## src/rtl/fft_twiddle_mult.sv

```systemverilog
// Streaming complex twiddle multiplier: 4-cycle accept-to-output latency, tags samples with a ROM index.
// A stalled output freezes every stage; define TWIDDLE_CONJ_EN to conjugate the twiddle (inverse FFT).
module fft_twiddle_mult #(
  parameter int data_width    = 16,
  parameter int address_width = 4
) (
  input  logic                         clk,
  input  logic                         rst,
  input  logic                         in_valid,
  output logic                         in_ready,
  input  logic                         in_sof,
  input  logic signed [data_width-1:0] in_re,
  input  logic signed [data_width-1:0] in_im,
  output logic [address_width-1:0]     rom_addr,
  input  logic signed [data_width-1:0] rom_datar,
  input  logic signed [data_width-1:0] rom_datai,
  output logic                         out_valid,
  input  logic                         out_ready,
  output logic signed [data_width-1:0] out_re,
  output logic signed [data_width-1:0] out_im,
  output logic                         out_last
);

  localparam int DW = data_width;
  localparam int AW = address_width;
  localparam int PW = 2 * data_width;
  localparam int SW = 2 * data_width + 1;

  localparam logic signed [DW-1:0] TW_MAX  = {1'b0, {(DW-1){1'b1}}};
  localparam logic signed [DW-1:0] TW_MIN  = {1'b1, {(DW-1){1'b0}}};
  localparam logic signed [SW-1:0] SAT_MAX = SW'(TW_MAX);
  localparam logic signed [SW-1:0] SAT_MIN = SW'(TW_MIN);
  localparam logic signed [SW-1:0] RND     = SW'(2 ** (data_width - 2));

  logic          stall;
  logic          accept;
  logic [AW-1:0] idx_q, idx_d, tag_d;

  logic                 s1_vld_q, s2_vld_q, s3_vld_q;
  logic signed [DW-1:0] s1_re_q, s1_im_q, s2_re_q, s2_im_q;
  logic [AW-1:0]        s1_tag_q, s2_tag_q;
  logic                 s3_last_q;
  logic signed [PW-1:0] p_rr_q, p_ii_q, p_ri_q, p_ir_q;

  logic                 out_valid_q, out_last_q;
  logic signed [DW-1:0] out_re_q, out_im_q, out_re_d, out_im_d;
  logic signed [SW-1:0] re_sum, im_sum;
  logic signed [DW-1:0] tw_im;

  assign stall    = out_valid_q && !out_ready;
  assign in_ready = !stall;
  assign accept   = in_valid && in_ready;

  // While stalled, re-read the S2 tag so the registered ROM output keeps matching S2.
  assign rom_addr = stall ? s2_tag_q : s1_tag_q;

`ifdef TWIDDLE_CONJ_EN
  assign tw_im = (rom_datai == TW_MIN) ? TW_MAX : -rom_datai;
`else
  assign tw_im = rom_datai;
`endif

  function automatic logic signed [DW-1:0] sat_round(input logic signed [SW-1:0] v);
    logic signed [SW-1:0] r;
    r = (v + RND) >>> (DW - 1);
    if (r > SAT_MAX)      sat_round = TW_MAX;
    else if (r < SAT_MIN) sat_round = TW_MIN;
    else                  sat_round = r[DW-1:0];
  endfunction

  always_comb begin
    tag_d    = in_sof ? '0 : idx_q;
    idx_d    = tag_d + AW'(1);
    re_sum   = SW'(p_rr_q) - SW'(p_ii_q);
    im_sum   = SW'(p_ri_q) + SW'(p_ir_q);
    out_re_d = sat_round(re_sum);
    out_im_d = sat_round(im_sum);
  end

  always_ff @(posedge clk) begin
    if (rst) begin
      idx_q       <= '0;
      s1_vld_q    <= 1'b0;
      s1_re_q     <= '0;
      s1_im_q     <= '0;
      s1_tag_q    <= '0;
      s2_vld_q    <= 1'b0;
      s2_re_q     <= '0;
      s2_im_q     <= '0;
      s2_tag_q    <= '0;
      s3_vld_q    <= 1'b0;
      s3_last_q   <= 1'b0;
      p_rr_q      <= '0;
      p_ii_q      <= '0;
      p_ri_q      <= '0;
      p_ir_q      <= '0;
      out_valid_q <= 1'b0;
      out_re_q    <= '0;
      out_im_q    <= '0;
      out_last_q  <= 1'b0;
    end else if (!stall) begin
      if (accept) begin
        idx_q    <= idx_d;
        s1_re_q  <= in_re;
        s1_im_q  <= in_im;
        s1_tag_q <= tag_d;
      end
      s1_vld_q <= accept;

      if (s1_vld_q) begin
        s2_re_q  <= s1_re_q;
        s2_im_q  <= s1_im_q;
        s2_tag_q <= s1_tag_q;
      end
      s2_vld_q <= s1_vld_q;

      if (s2_vld_q) begin
        p_rr_q    <= PW'(s2_re_q) * PW'(rom_datar);
        p_ii_q    <= PW'(s2_im_q) * PW'(tw_im);
        p_ri_q    <= PW'(s2_re_q) * PW'(tw_im);
        p_ir_q    <= PW'(s2_im_q) * PW'(rom_datar);
        s3_last_q <= (s2_tag_q == {AW{1'b1}});
      end
      s3_vld_q <= s2_vld_q;

      // Output data holds through bubbles; only a valid S3 overwrites it.
      if (s3_vld_q) begin
        out_re_q   <= out_re_d;
        out_im_q   <= out_im_d;
        out_last_q <= s3_last_q;
      end
      out_valid_q <= s3_vld_q;
    end
  end

  assign out_valid = out_valid_q;
  assign out_re    = out_re_q;
  assign out_im    = out_im_q;
  assign out_last  = out_last_q;

endmodule
```

## config.mk

```make
export PLATFORM = sky130hd
export DESIGN_NAME = fft_twiddle_mult
export DESIGN_NICKNAME = d
export VERILOG_FILES = /design/src/rtl/fft_twiddle_mult.sv
export SDC_FILE = /design/constraint.sdc
export NUM_CORES = 2
export LEC_CHECK = 0
export ABC_CLOCK_PERIOD_IN_PS = 6420
export BUFFER_PORTS_ARGS = -buffer_cell sky130_fd_sc_hd__buf_4
export CAP_MARGIN = 40
export CORE_ASPECT_RATIO = 0.5
export CORE_MARGIN = 2
export CORE_UTILIZATION = 30
export DETAILED_ROUTE_END_ITERATION = 10
export PLACE_DENSITY = 0.48
export SETUP_SLACK_MARGIN = 0.15
export SKIP_CTS_REPAIR_TIMING = 1
export SYNTH_ARGS = -nofsm -noshare
export SYNTH_HDL_FRONTEND = slang
export SYNTH_SLANG_ARGS = --single-unit
```

## constraint.sdc

```tcl
create_clock -name clk -period 6.42 [get_ports clk]
set_clock_uncertainty 0.05 [all_clocks]
set_input_delay 0 -clock clk [delete_from_list [all_inputs] [get_ports clk]]
set_output_delay 0 -clock clk [all_outputs]
set_load 0.05 [all_outputs]
```

# == Yosys cells after proc, flatten, opt, wreduce, memory -nomap -nowiden ==
# Index checks and enable logic that the tools add are counted.
# word_totals
word_cells,48
input_bits,69
register_bits,242
out_inout_bits,39
# op_classes
n_eq_ne,1
multipliers,4
n_mux,6
reduce_logical,8
bitwise_logic,1
n_lt_le_gt_ge,4
addsub,5
# op_table
op,n
multiplier 16 x 16 -> 32 bit,4
adder 33 x 16 -> 33 bit (second input constant),2
2-to-1 mux 16 bit,4
> comparator 18 x 16 -> 1 bit (second input constant),2
less-than comparator 18 x 16 -> 1 bit (second input constant),2
adder 32 x 32 -> 33 bit,1
subtractor 32 x 32 -> 33 bit,1
2-to-1 mux 4 bit,2
AND reduction 2 bit,4
adder 4 x 1 -> 4 bit (second input constant),1
equality test 4 bit (second input constant),1
logical AND 1 bit,2
logical NOT 1 bit,2
inverter 1 bit,1

# == Longest topological paths before layout ==
# depth
ltp_word,5
depth_mapped,27
depth_no_buf,26

# == Worst setup path before layout ==
# No wires, ideal clock.
# synth_path
kind,reg2reg
start,register s2_im_q[15]
end,register p_ir_q[31]
n_path_buf,1
setup_ns,0.128
arrival_time_ns,6.102
required_ns,6.242
stages_incl_launch_ff,22
setup_slack_ns,0.141
synth_period_minus_slack_ns,6.279
cell_sequence,dfxtp_1 clkbuf_1 nand2_1 inv_1 fa_1 fa_1 fa_1 fa_1 fa_1 inv_1 fa_1 inv_1 ha_1 and2_1 and2_1 and4_1 o21a_1 a31oi_1 a31oi_1 a41o_1 o31ai_1 nor2_1
# synth_via
elab_chain_cells,1
# synth_lines
item,line,text
"start, declared",40,"logic signed [DW-1:0] s1_re_q, s1_im_q, s2_re_q, s2_im_q;"
"start signal, assigned",112,s2_im_q <= s1_im_q;
multiplier 16 x 16 -> 32 bit,121,p_ir_q <= PW'(s2_im_q) * PW'(rom_datar);
"end signal, assigned",121,
"end, declared",43,"logic signed [PW-1:0] p_rr_q, p_ii_q, p_ri_q, p_ir_q;"
# Every way passes these cells.
# A chain may end at the register's enable or synchronous reset.

# == Worst setup path in the final report ==
# layout_path
start,register s2_re_q[4]
end,register p_ri_q[22]
# layout_via
elab_chain_cells,1
# layout_lines
item,line,text
"start, declared",40,
"start signal, assigned",111,s2_re_q <= s1_re_q;
multiplier 16 x 16 -> 32 bit,120,p_ri_q <= PW'(s2_re_q) * PW'(tw_im);
"end signal, assigned",120,
"end, declared",43,
# Every way passes these cells.

==> flow_metrics.tcl <==
set metrics [dict create \
    status "finished clean" \
    rrSetupSlack_ns 0.18 \
    fin_crit_sh_pct 97.1 \
    reg2reg_from "s2_re_q[4]" \
    critical_path_required_ns 6.88 \
    detail_route.first_pass.iterations 5 \
    via_count 38500 \
    dp_hpwl_mm 127 \
    worst-path-max-fanout 7 \
    setup_violations 0 \
    viasPerCell 4.62 \
    synth_seq_area_share_pct 9.59 \
    cts_buffers 35 \
    clockBufferDepth 3 \
    ant_nets 0 \
    yosys_register_bits 242 \
    die-area_mm2 0.172 \
    grt_pass1_vias 39200 \
    antenna_found_initial 21 \
    synth_top_area_share_pct 41.5 \
    postSynthNetCount 7287 \
    cp-end-kind "register" \
    hold_path_class "in -> reg" \
    synth_edf_count 0 \
    wl_per_cell_um 19.1 \
    gp_congestion 0.836 \
    maxCapViolCount 0 \
    ioPinCount 108 \
    htreeDepth 2 \
    layout_commonest_cell "inv_1" \
    vdd_drop_max_mv 0.144 \
    holdPathStages 5 \
    synthArstFlopShare_pct 0 \
    grt_max_degree 99 \
    min_period_ns 6.24 \
    start_util_pct 30.2 \
    grt_pass1_wl_mm 238 \
    clk_pin_slew_ns 0.06 \
    holdCritStartpoint "in_valid" \
    rsz0062_at_grt "true" \
    min_to "s1_re_q[3]" \
    ys_warn_count 0 \
    synthesis.area_mm2 0.0505 \
    drc 0 \
    yosys-top-cells-area "fa_1 (42%), ha_1 (11%), dfxtp_1 (9.6%), inv_1 (8.7%), nand2_1 (6.5%)" \
    setup_tns_ns 0 \
    crit_arrival_ns 6.70 \
    die_x_um 584 \
    finalNonFillerCells 8332 \
    drive_gt1_share_pct 14.6 \
    overflow 0 \
    report.final.slew_viol_count 0 \
    total_power_w 0.00831 \
    port_buffers 107 \
    finalHoldViolations 0 \
    cts.sinks 242 \
    tightest_slew_ns 0.846 \
    grt_usage_pct 18.1 \
    syn_area_per_cell_um2 8.84 \
    most-common-layout-cells "inv_1 (1142), fa_1 (1016), nand2_1 (855), and2_1 (467), ha_1 (421)" \
    placed_cells 8151 \
    r2r_end "p_ri_q[22]" \
    root_buffer "clkbuf_16" \
    cp-start-kind "register" \
    fmax_ghz 0.160 \
    coreArea_mm2 0.167 \
    synth_cells 5719 \
    p_per_area_mw_per_mm2 138 \
    reg2reg_depth 24 \
    postRouteWirelength_mm 159 \
    synth-main-ff-cell "dfxtp_1" \
    clk_latency_ns 0.59 \
    worstSetupPathType "reg -> reg" \
    nets 7603 \
    fin_ws_ns 0.183 \
    fp-row-count 106 \
    synth.distinct_cells 78 \
    slew_headroom_pct 43.4 \
    post-place-ws_ns -0.411 \
    drt_iter0_drc 2294 \
    die_y_um 294 \
    syn_to_final_growth_pct 19.3 \
    leakage_nw 29.9 \
    cts_tree "done" \
    yosys.area.top_type "fa_1" \
]
-- synth_stat cells, types with 5 or more instances --
cell type	number
a21o_1	80
inv_1	1178
nand2b_1	34
o21ai_1	7
a211o_1	5
xor2_1	48
o21ai_0	86
nor3_1	23
fa_1	1048
a211oi_1	50
nor2_1	173
and3_1	10
o21a_1	17
o31ai_1	6
ha_1	451
or3_1	12
a21oi_1	283
o21bai_1	16
or2_2	5
and2_1	494
dfxtp_1	242
nand4_1	16
xnor2_1	117
o211ai_1	9
a221oi_1	6
nor3b_1	5
and4_1	5
nor2b_1	20
clkbuf_1	259
nand2_1	880
buf_1	12
a31oi_1	15
nand3_1	28
a31o_2	5
-- metrics by stage --
step	util [%]	hold WS (ns)	cell area, µm²
2_1_floorplan	-	0.0860	50500
3_3_place_gp	33.5	0.203	56100
3_5_place_dp	33.6	0.210	56100
4_1_cts	34.3	-0.430	57300
5_1_grt	36.0	0.0435	60300
6_report	36.1	0.0224	60300
-- cell families after synthesis --
logic type      share of synthesized area, %
flops                                   9.59
fa+ha+maj                               52.7
mux                                   0.0446
compound gates                          7.90
simple gates                            16.1
xor+xnor                                2.89
buf+inv                                 10.8
-- sequential cells by signal (all words and copies together), names as in the netlist, 4 cells and up --
register / count
p_ii_q: 32
p_ir_q: 32
p_ri_q: 32
p_rr_q: 32
out_im: 16
out_re: 16
s1_im_q: 16
s1_re_q: 16
s2_im_q: 16
s2_re_q: 16
idx_q: 4
s1_tag_q: 4
s2_tag_q: 4
-- layout make-up --
class | count | area, µm²
sequential | 242 | 4910
tap | 2268 | 2840
fill | 17300 | 107000
timing repair buffer | 554 | 5400
antenna | 5 | 12.5
multi-input combinational | 4024 | 41500
inverter | 1178 | 4430
clock inverter | 17 | 199
clock buffer | 44 | 1010
-- routing by layer --
metal,track usage [%],routed length [µm],vias up
met3,4.17,11900,136
met1,26.2,75600,19500
met2,27.4,68000,885
li1,-,-,17900
met4,3.53,3120,14
met5,1.09,340,-
-- how the worst max path moves through the flow --
| stage | from | to | slack (ns) | cells after the start |
|---|---|---|---|---|
| 2_1_floorplan | s2_re_q[15] | p_ri_q[31] | 0.16 | 22 |
| 3_3_place_gp | s2_im_q[6] | p_ir_q[21] | -0.57 | 22 |
| 3_5_place_dp | s2_im_q[6] | p_ir_q[21] | -0.41 | 22 |
| 4_1_cts | s2_im_q[6] | p_ir_q[21] | -0.48 | 22 |
| 5_1_grt | s2_im_q[6] | p_ii_q[31] | -0.01 | 26 |
| 6_report | s2_re_q[4] | p_ri_q[22] | 0.18 | 24 |
-- power breakdown --
| group | leakage [nW] | switching, W | internal (W) |
|---|---|---|---|
| logic | 27.3 | 0.00266 | 0.00188 |
| clock network | 0.591 | 0.000871 | 0.00125 |
| registers | 1.98 | 0.0000832 | 0.00157 |
| total | 29.9 | 0.00362 | 0.00470 |
-- critical path, stage by stage (launching register included) --
cell	delay, ns
dfxtp_2	0.32
buf_12	0.14
buf_12	0.15
and2_4	0.14
fa_1	0.52
inv_2	0.04
fa_1	0.52
inv_1	0.05
fa_1	0.49
fa_1	0.43
fa_1	0.49
inv_1	0.05
fa_1	0.49
inv_2	0.05
ha_4	0.21
a21oi_2	0.15
inv_1	0.06
or3_4	0.34
a2111oi_4	0.49
nor3b_2	0.11
o21a_1	0.24
o41ai_4	0.27
xnor2_1	0.16
nand2_1	0.07
a21oi_1	0.15
No activity file was read; power rests on OpenSTA's default activity.
